**src/rtl/instr_queue.sv**
```systemverilog
// Fetch-to-decode instruction FIFO with show-ahead head, full backpressure and flush.
// Define IQ_ALMOST_FULL_EN to raise the full flag one entry early (count >= DEPTH-1).
module instr_queue #(
    parameter int unsigned DEPTH       = 16,
    parameter int unsigned PTR_WIDTH   = 4,
    parameter int unsigned PC_WIDTH    = 32,
    parameter int unsigned INSTR_WIDTH = 32
) (
    input  logic                   clk,
    input  logic                   rst,
    input  logic                   is_flush_from_rob,
    input  logic                   is_valid_from_fetcher,
    input  logic [PC_WIDTH-1:0]    pc_from_fetcher,
    input  logic [INSTR_WIDTH-1:0] instr_from_fetcher,
    output logic                   is_full_to_fetcher,
    input  logic                   is_stall_from_dc,
    output logic                   is_empty_to_dc,
    output logic [PC_WIDTH-1:0]    pc_to_dc,
    output logic [INSTR_WIDTH-1:0] instr_to_dc
);

    localparam logic [PTR_WIDTH:0] CountDepth = DEPTH[PTR_WIDTH:0];

    logic [PC_WIDTH-1:0]    r_pc_mem    [DEPTH];
    logic [INSTR_WIDTH-1:0] r_instr_mem [DEPTH];
    logic [PTR_WIDTH-1:0]   r_head;
    logic [PTR_WIDTH-1:0]   r_tail;
    logic [PTR_WIDTH:0]     r_count;

    logic w_push;
    logic w_pop;
    logic w_empty;
    logic w_full;
    logic w_has_room;

    assign w_empty = (r_count == '0);

`ifdef IQ_ALMOST_FULL_EN
    // One slot of slack: a push already in flight when full rises is still taken.
    assign w_full     = (r_count >= (CountDepth - 1'b1));
    assign w_has_room = (r_count < CountDepth);
`else
    assign w_full     = (r_count == CountDepth);
    assign w_has_room = !w_full;
`endif

    assign w_push = is_valid_from_fetcher && w_has_room && !is_flush_from_rob;
    assign w_pop  = !w_empty && !is_stall_from_dc && !is_flush_from_rob;

    always_ff @(posedge clk) begin
        if (rst || is_flush_from_rob) begin
            r_head  <= '0;
            r_tail  <= '0;
            r_count <= '0;
        end else begin
            if (w_push) begin
                r_tail <= r_tail + 1'b1;
            end
            if (w_pop) begin
                r_head <= r_head + 1'b1;
            end
            unique case ({w_push, w_pop})
                2'b10:   r_count <= r_count + 1'b1;
                2'b01:   r_count <= r_count - 1'b1;
                default: r_count <= r_count;
            endcase
        end
    end

    // Storage is deliberately left uncleared by reset; the head is masked while empty.
    always_ff @(posedge clk) begin
        if (!rst && w_push) begin
            r_pc_mem[r_tail]    <= pc_from_fetcher;
            r_instr_mem[r_tail] <= instr_from_fetcher;
        end
    end

    assign is_empty_to_dc     = w_empty;
    assign is_full_to_fetcher = w_full;
    assign pc_to_dc           = w_empty ? '0 : r_pc_mem[r_head];
    assign instr_to_dc        = w_empty ? '0 : r_instr_mem[r_head];

endmodule

```
**config.mk**
```make
export PLATFORM = sky130hd
export DESIGN_NAME = instr_queue
export DESIGN_NICKNAME = d
export VERILOG_FILES = /design/src/rtl/instr_queue.sv
export SDC_FILE = /design/constraint.sdc
export NUM_CORES = 1
export LEC_CHECK = 0
export ABC_AREA = 1
export CORE_MARGIN = 2
export CORE_UTILIZATION = 45
export DETAILED_ROUTE_END_ITERATION = 10
export SLEW_MARGIN = 30
export SYNTH_ARGS = -nofsm -noshare
export SYNTH_HDL_FRONTEND = slang
export SYNTH_SLANG_ARGS = --single-unit
```
**constraint.sdc**
```tcl
create_clock -name clk -period 13.1 [get_ports clk]
set_clock_uncertainty 0.2 [all_clocks]
set_input_delay 1.965 -clock clk [delete_from_list [all_inputs] [get_ports clk]]
set_output_delay 1.965 -clock clk [all_outputs]
set_load 0.01 [all_outputs]
```
Word-level counts from Yosys, hierarchy flattened
Memories as Yosys holds them, arrays and structs flattened. A register that Yosys moved wholly into a read port is not among the register bits.
Cells that the tools add are included.

operators by class
  shifts and indexed selects = 0
  reductions and logical operators = 13
  $add $sub $neg = 4
  mux-type cells = 9
  order comparisons = 0
  divide/modulo/power cells = 0
  $mul = 0
  equal/unequal tests = 3
  bitwise logic cells = 0

operators with widths
  kind                                                                number
  32-bit two-way mux                                                  2
  4-bit two-way mux                                                   4
  5-bit case mux with 2 select lines                                  1
  4-bit by 1-bit adder with 4-bit output, second input constant       2
  5-bit by 1-bit adder with 5-bit output, second input constant       1
  5-bit == test, second input constant                                1
  1-bit logical AND                                                   5
  1-bit zero test                                                     5
  5-bit zero test                                                     1
  5-bit by 1-bit subtractor with 5-bit output, second input constant  1
  2-bit by 1-bit == test with 1-bit output, second input constant     1
  2-bit == test, second input constant                                1
  1-bit two-way mux                                                   2
  2-bit nonzero test                                                  1
  1-bit logical OR                                                    1

storage, ports and cells
  bits in read-only memories = 0
  register bits after elaboration = 13
  RAM bits = 1024
  input port bits = 69
  logic and storage cells = 34
  bits in latches = 0
  memories = 2

memories
  memory       words  width  read ports  clocked after Yosys merged registers in  write ports  line  text
  r_instr_mem  16     32     1           1                                        1            25    logic [INSTR_WIDTH-1:0] r_instr_mem [DEPTH];
  r_pc_mem     16     32     1           1                                        1            24    logic [PC_WIDTH-1:0] r_pc_mem [DEPTH];

Depth between registers and ports, before layout
Gate-level depths: netlist of the first run.

  word-level depth = 7
  depth in mapped cells = 13
  gate-level depth less buffers = 13

Worst setup path before layout of the first run
No wires, ideal clock.

  kind = input-to-reg
  start point = in is_flush_from_rob
  end point = mem r_instr_mem[0][0], enable pin
  stages on the path = 5
  slack = 7.060 ns
  required time = 12.414 ns
  arrival = 5.354 ns
  cell sequence = nor2_1 > inv_1 > nor2_1 > nand2_1 > nor2_1

between the ends
  cells in the longest elaborated chain, start to end = 5

ends and longest elaborated chain
  item                                     line  text
  start: declaration                       11    input logic is_flush_from_rob,
  1-bit zero test                          47    assign w_push = is_valid_from_fetcher && w_has_room && !is_flush_from_rob;
  1-bit logical AND                        47
  1-bit logical AND                        72    if (!rst && w_push) begin
  1-bit two-way mux                        72
  1-bit two-way mux (implied by the code)  74    r_instr_mem[r_tail] <= instr_from_fetcher;
  end: declaration                         25

Every way passes these cells.

==> results of run 1 <==
-- critical path, stage by stage (launching register included) --
cell and delay (ns):
dfxtp_4 0.57, buf_12 0.26, buf_4 0.71, buf_12 0.47, buf_16 0.42, nand2_1 0.12
nand2_1 0.10, nand2_1 0.05, nand3_1 0.08, nand3_1 0.08, a21oi_1 0.44, clkdlybuf4s50_1 0.65
-- worst paths after layout --
kind | from | cells past startpoint | slack [ns] | end
hold reg to reg | r_tail[3] | 2 | 0.29 | r_tail[3]
hold / removal | r_tail[3] | 2 | 0.29 | r_tail[3]
setup / recovery | register | 11 | 6.14 | pc_to_dc[11]
setup reg to reg | r_count[1] | 8 | 9.24 | r_instr_mem[2][1]
-- area by class of cell --
| type | count | share of cell area |
|---|---|---|
| sequential | 1041 | 0.623 |
| clock buffer | 140 | 0.0584 |
| timing repair buffer | 184 | 0.0382 |
| inverter | 537 | 0.0410 |
| tap | 1276 | 0.0320 |
| antenna | 4 | 0.000200 |
| clock inverter | 57 | 0.00837 |
| multi-input combinational | 2336 | 0.199 |
-- flip-flops by register name, summed over array words and instances, names as in the netlist, named ones only --
signal / count
r_count: 5
r_head: 4
r_instr_mem: 512
r_pc_mem: 512
r_tail: 4
-- synth_stat cells --
cell type | number | area (um^2)
buf_2 | 129 | 646
clkbuf_1 | 43 | 161
inv_6 | 1 | 8.76
buf_1 | 10 | 37.5
ha_1 | 9 | 113
or2_2 | 1 | 6.26
a21oi_1 | 77 | 385
fa_1 | 1 | 20.0
edfxtp_1 | 1024 | 30700
xnor2_1 | 3 | 26.3
inv_1 | 534 | 2000
buf_6 | 22 | 248
o21ai_0 | 9 | 45.0
nand4_1 | 2 | 12.5
buf_4 | 14 | 105
xor2_1 | 4 | 35.0
dfxtp_1 | 17 | 340
nor2_1 | 25 | 93.8
nand3_1 | 645 | 3230
nand2_1 | 1560 | 5860
inv_2 | 2 | 7.51
-- kinds of logic after synthesis --
group | synth area share
simple gates | 0.208
flops | 0.705
buf+inv | 0.0729
compound gates | 0.00975
fa+ha+maj | 0.00301
xor+xnor | 0.00139
-- report_power, final --
group / leakage [nW] / switching, mW / internal [mW] / total (mW)
clock network: 1.65 / 1.26 / 1.66 / 2.92
logic: 9.00 / 0.180 / 0.0871 / 0.267
registers: 9.35 / 0.00459 / 3.67 / 3.67
total: 20.0 / 1.44 / 5.41 / 6.85
-- stage by stage --
step | hold slack [ns] | cell area, um^2 | setup slack (ns) | total power [mW]
5_1_grt | 0.314 | 49900 | 5.82 | 7.05
3_5_place_dp | 0.283 | 46600 | 6.75 | 4.01
6_report | 0.292 | 49900 | 6.14 | 6.85
2_1_floorplan | 0.256 | 44100 | 7.06 | 3.86
3_3_place_gp | 0.285 | 46400 | 6.46 | 4.01
4_1_cts | 0.292 | 49900 | 6.06 | 6.90
-- routing by layer --
layer,track usage,up-vias
met2,0.379,893
met5,0,-
met4,0.0712,6
li1,-,13700
met3,0.0329,210
met1,0.306,13900
==> results.cfg, run 1 <==
[status]
outcome = complete, no violations

[setup_path]
crit_arrival_ns = 4.80
crit_type = reg -> out
startpoint_type = register
cp_max_fo = 115
worstPathRequired_ns = 10.93
cp-end-kind = primary output

[logic_synthesis]
synth_area_um2 = 44100
synth_cells = 4132
ys.warnings.count = 0
synth_cell_type_count = 21
ys_seq_area_frac = 0.705
syn_nets = 4211
ys_ff_latch = 1041
avgSynthCellArea_um2 = 10.7

[clock_tree]
hold_buffers = 0
numCtsBuffers = 108
cts_resized = 0
htree_levels = 3
clock-root-buffer = clkbuf_16
cts_tree = done
cts_setup_buffers = 0
cts_sinks = 1041
clockBufferDepth = 3
clk_pin_slew_worst_paths_ns = 0.06
clk_latency_ns = 0.66

[finish]
area_delta_synth_final_pct = 13.2
final_common_cell = nand2_1
multi_input_area_um2 = 9940
drive_gt1_frac = 0.0522
seq_area_um2 = 31100
fin_cells = 5575
nNetsFinal = 4287
fin_util = 0.515
mostFrequentLayoutCells = nand2_1, edfxtp_1, nand3_1
fill_cells = 8439

[grt]
grt_pass1_wl_mm = 171
grt_max_degree = 244
overflow = 0
antenna_found_initial = 7
grtUsageTotal = 0.226
grt_pass1_vias = 27500

[sta]
worstMarginPinSlew_ns = 1.07
finalHoldViolCount = 0
fmax_mhz = 144
relSlewSlack = 0.290
period_needed_ns = 6.96
rsz0062_at_grt = false
slew_violations = 0
setup_violations = 0
period_share = 0.531
final.setup.tns_ns = 0

[detailed_routing]
met2_wirelength_mm = 55.0
dr_wl_met3_mm = 7.11
drc = 0
ant_nets = 0
drtIter0Drc = 2835
via_per_inst = 5.16
via_count = 28800
dr.pass1.iters = 6
wl_met1_mm = 48.5
wl_per_cell_um = 20.4
maxUsedRoutingLayer = met5
wirelength_mm = 114

[run]
drv_cap = 0

[floorplanning]
initial_utilization = 0.455
io_pins = 135
fp.dieH_um = 317
row_count = 114
die_x_um = 317
die_area_um2 = 101000
core_region_area_um2 = 97000

[pwr]
powerDensity_nw_per_um2 = 137
p_leak_nw = 20.0
max-vdd-ir-drop_mv = 0.113

[placement]
portBuffers = 134
gp_congestion = 0.739
dp_hpwl_mm = 54.1
dp_cells = 5373

[worst_hold_path]
min_path_type = reg -> reg
(Power assumes the default switching activity.)
==> inputs of run 2 (changes only) <==
==> constraint.sdc (replaced) <==
create_clock -name clk -period 6.75 [get_ports clk]
set_clock_uncertainty 0.2 [all_clocks]
set_input_delay 1.0125 -clock clk [delete_from_list [all_inputs] [get_ports clk]]
set_output_delay 1.0125 -clock clk [all_outputs]
set_load 0.01 [all_outputs]
==> run 2 against run 1 <==
  * Final cell count is 0.25% lower
  * First-iteration DRC count is 3.2% lower
  * Cell area hardly changed
  * Clock power is 92% higher
  * Combinational power is 93% higher
  * Hold slack better by 0.013 ns
  * Sequential power is 94% higher
  * Highest routed layer unchanged
  * Register-to-register slack worse by 5.6 ns
  * Power is 94% higher
==> results.cfg, run 2 (synthesis gave the netlist of run 1 again) <==
[status]
outcome = complete, no violations

[grt]
overflow = 0
antenna_found_initial = 4
grt_pass1_vias = 27500
grtUsageTotal = 0.221
grt_pass1_wl_mm = 167
grt_max_degree = 263

[sta]
period_needed_ns = 5.95
worstMarginPinSlew_ns = 1.05
final.setup.tns_ns = 0
period_share = 0.881
setup_violations = 0
relSlewSlack = 0.303
finalHoldViolCount = 0
slew_violations = 0
fmax_mhz = 168
rsz0062_at_grt = false

[clock_tree]
cts_tree = done
clk_latency_ns = 0.67
clock-root-buffer = clkbuf_16
htree_levels = 3
numCtsBuffers = 107
cts_setup_buffers = 0
hold_buffers = 0
clockBufferDepth = 3
clk_pin_slew_worst_paths_ns = 0.06
cts_resized = 0
cts_sinks = 1041

[pwr]
internal_power_mw = 10.5
p_comb_frac = 0.039
clockPowerShare = 0.424
p_switching_mw = 2.76
switching_share = 0.208
powerDensity_nw_per_um2 = 266
max-vdd-ir-drop_mv = 0.184
p_leak_nw = 19.9
power.sequential.fraction = 0.537

[setup_path]
crit_arrival_ns = 4.73
crit_path_frequent_cell = nand3_1
worstPathRequired_ns = 5.54
path_delay_family = buffers and inverters
crit_type = reg -> out
max_stage_delay_ns = 0.94
cp_slowest_cell = dfxtp_4
cp_max_fo = 262
startpoint_type = register
reg2reg_slack_ns = 3.63
path_cells = clkinv_16 > buf_4 > nand2_1 > nand3_1 > nand3_1 > nand3_1 > a21oi_1 > clkdlybuf4s50_1
cp_num_buf_inv = 3
cp-end-kind = primary output

[detailed_routing]
wirelength_mm = 111
drtIter0Drc = 2744
drc = 0
via_count = 28500
wl_per_cell_um = 19.9
dr.pass1.iters = 5
via_per_inst = 5.12
ant_nets = 0

[placement]
gp_congestion = 0.742
placed_cell_area_um2 = 46600
dp_hpwl_mm = 51.9
portBuffers = 134
dp_cells = 5371

[floorplanning]
row_count = 114
die_area_um2 = 101000
io_pins = 135
die_x_um = 317
fp.dieH_um = 317
core_region_area_um2 = 97000
initial_utilization = 0.455

[finish]
fin_area_um2 = 49900
nNetsFinal = 4284
final_common_cell = nand2_1
largestRegisters = r_instr_mem (512), r_pc_mem (512), r_count (5)
drive_gt1_frac = 0.0490
mostFrequentLayoutCells = nand2_1, edfxtp_1, nand3_1
area_delta_synth_final_pct = 13.1
fin_cells = 5561
fin_util = 0.515

[worst_hold_path]
min_path_type = reg -> reg

[run]
drv_cap = 0
==> run 2: cell type report <==
class / instances / area [um^2]
Fill cell: 8399 / 47100
Sequential cell: 1041 / 31100
Multi-Input combinational cell: 2336 / 9940
Clock buffer: 141 / 2900
Inverter: 537 / 2070
Timing Repair Buffer: 182 / 1900
Tap cell: 1276 / 1600
Clock inverter: 45 / 390
Antenna cell: 3 / 7.51
==> run 2: power groups by stage <==
| stage | sequential (mW) | combinational [mW] | clock [mW] |
|---|---|---|---|
| 4_1_cts | 7.13 | 0.520 | 5.71 |
| 2_1_floorplan | 7.26 | 0.231 | 0 |
| 5_1_grt | 7.12 | 0.565 | 5.97 |
| 3_5_place_dp | 7.26 | 0.517 | 0 |
| 3_3_place_gp | 7.26 | 0.514 | 0 |
| 6_report | 7.13 | 0.516 | 5.62 |
==> run 2: worst reg2reg max path, stage by stage, from the launching register on <==
cell	delay, ns
dfxtp_1	0.39
nor2_1	0.09
nand4_1	0.12
nand2_1	0.11
nor2_1	0.20
nand2_1	0.30
nor2_4	0.71
buf_4	0.60
==> run 2: per-layer routing <==
layer | wire, um | up-vias | share of wire | track usage
li1 | - | 13700 | - | -
met2 | 53600 | 853 | 0.48 | 0.368
met4 | 2340 | 2 | 0.021 | 0.0623
met3 | 6870 | 161 | 0.062 | 0.0329
met5 | 13 | - | 0.00012 | 0
met1 | 48100 | 13800 | 0.43 | 0.301
==> run 2: per-stage QoR <==
stage	power [mW]	hold slack, ns	setup slack (ns)
finish	13.3	0.305	0.804
CTS	13.4	0.303	1.23
detailed placement	7.78	0.289	1.99
global placement	7.77	0.280	1.94
floorplan	7.49	0.256	1.66
global route	13.7	0.330	0.701
==> run 2: path summary, 6_finish.rpt <==
| kind | to | cells after the start | start |
|---|---|---|---|
| worst min-delay path | r_count[0] | 1 | r_count[0] |
| worst max register to register | r_pc_mem[14][28] | 7 | r_count[0] |
| worst max-delay path | pc_to_dc[26] | 8 | register |
| worst min register to register | r_count[0] | 1 | r_count[0] |
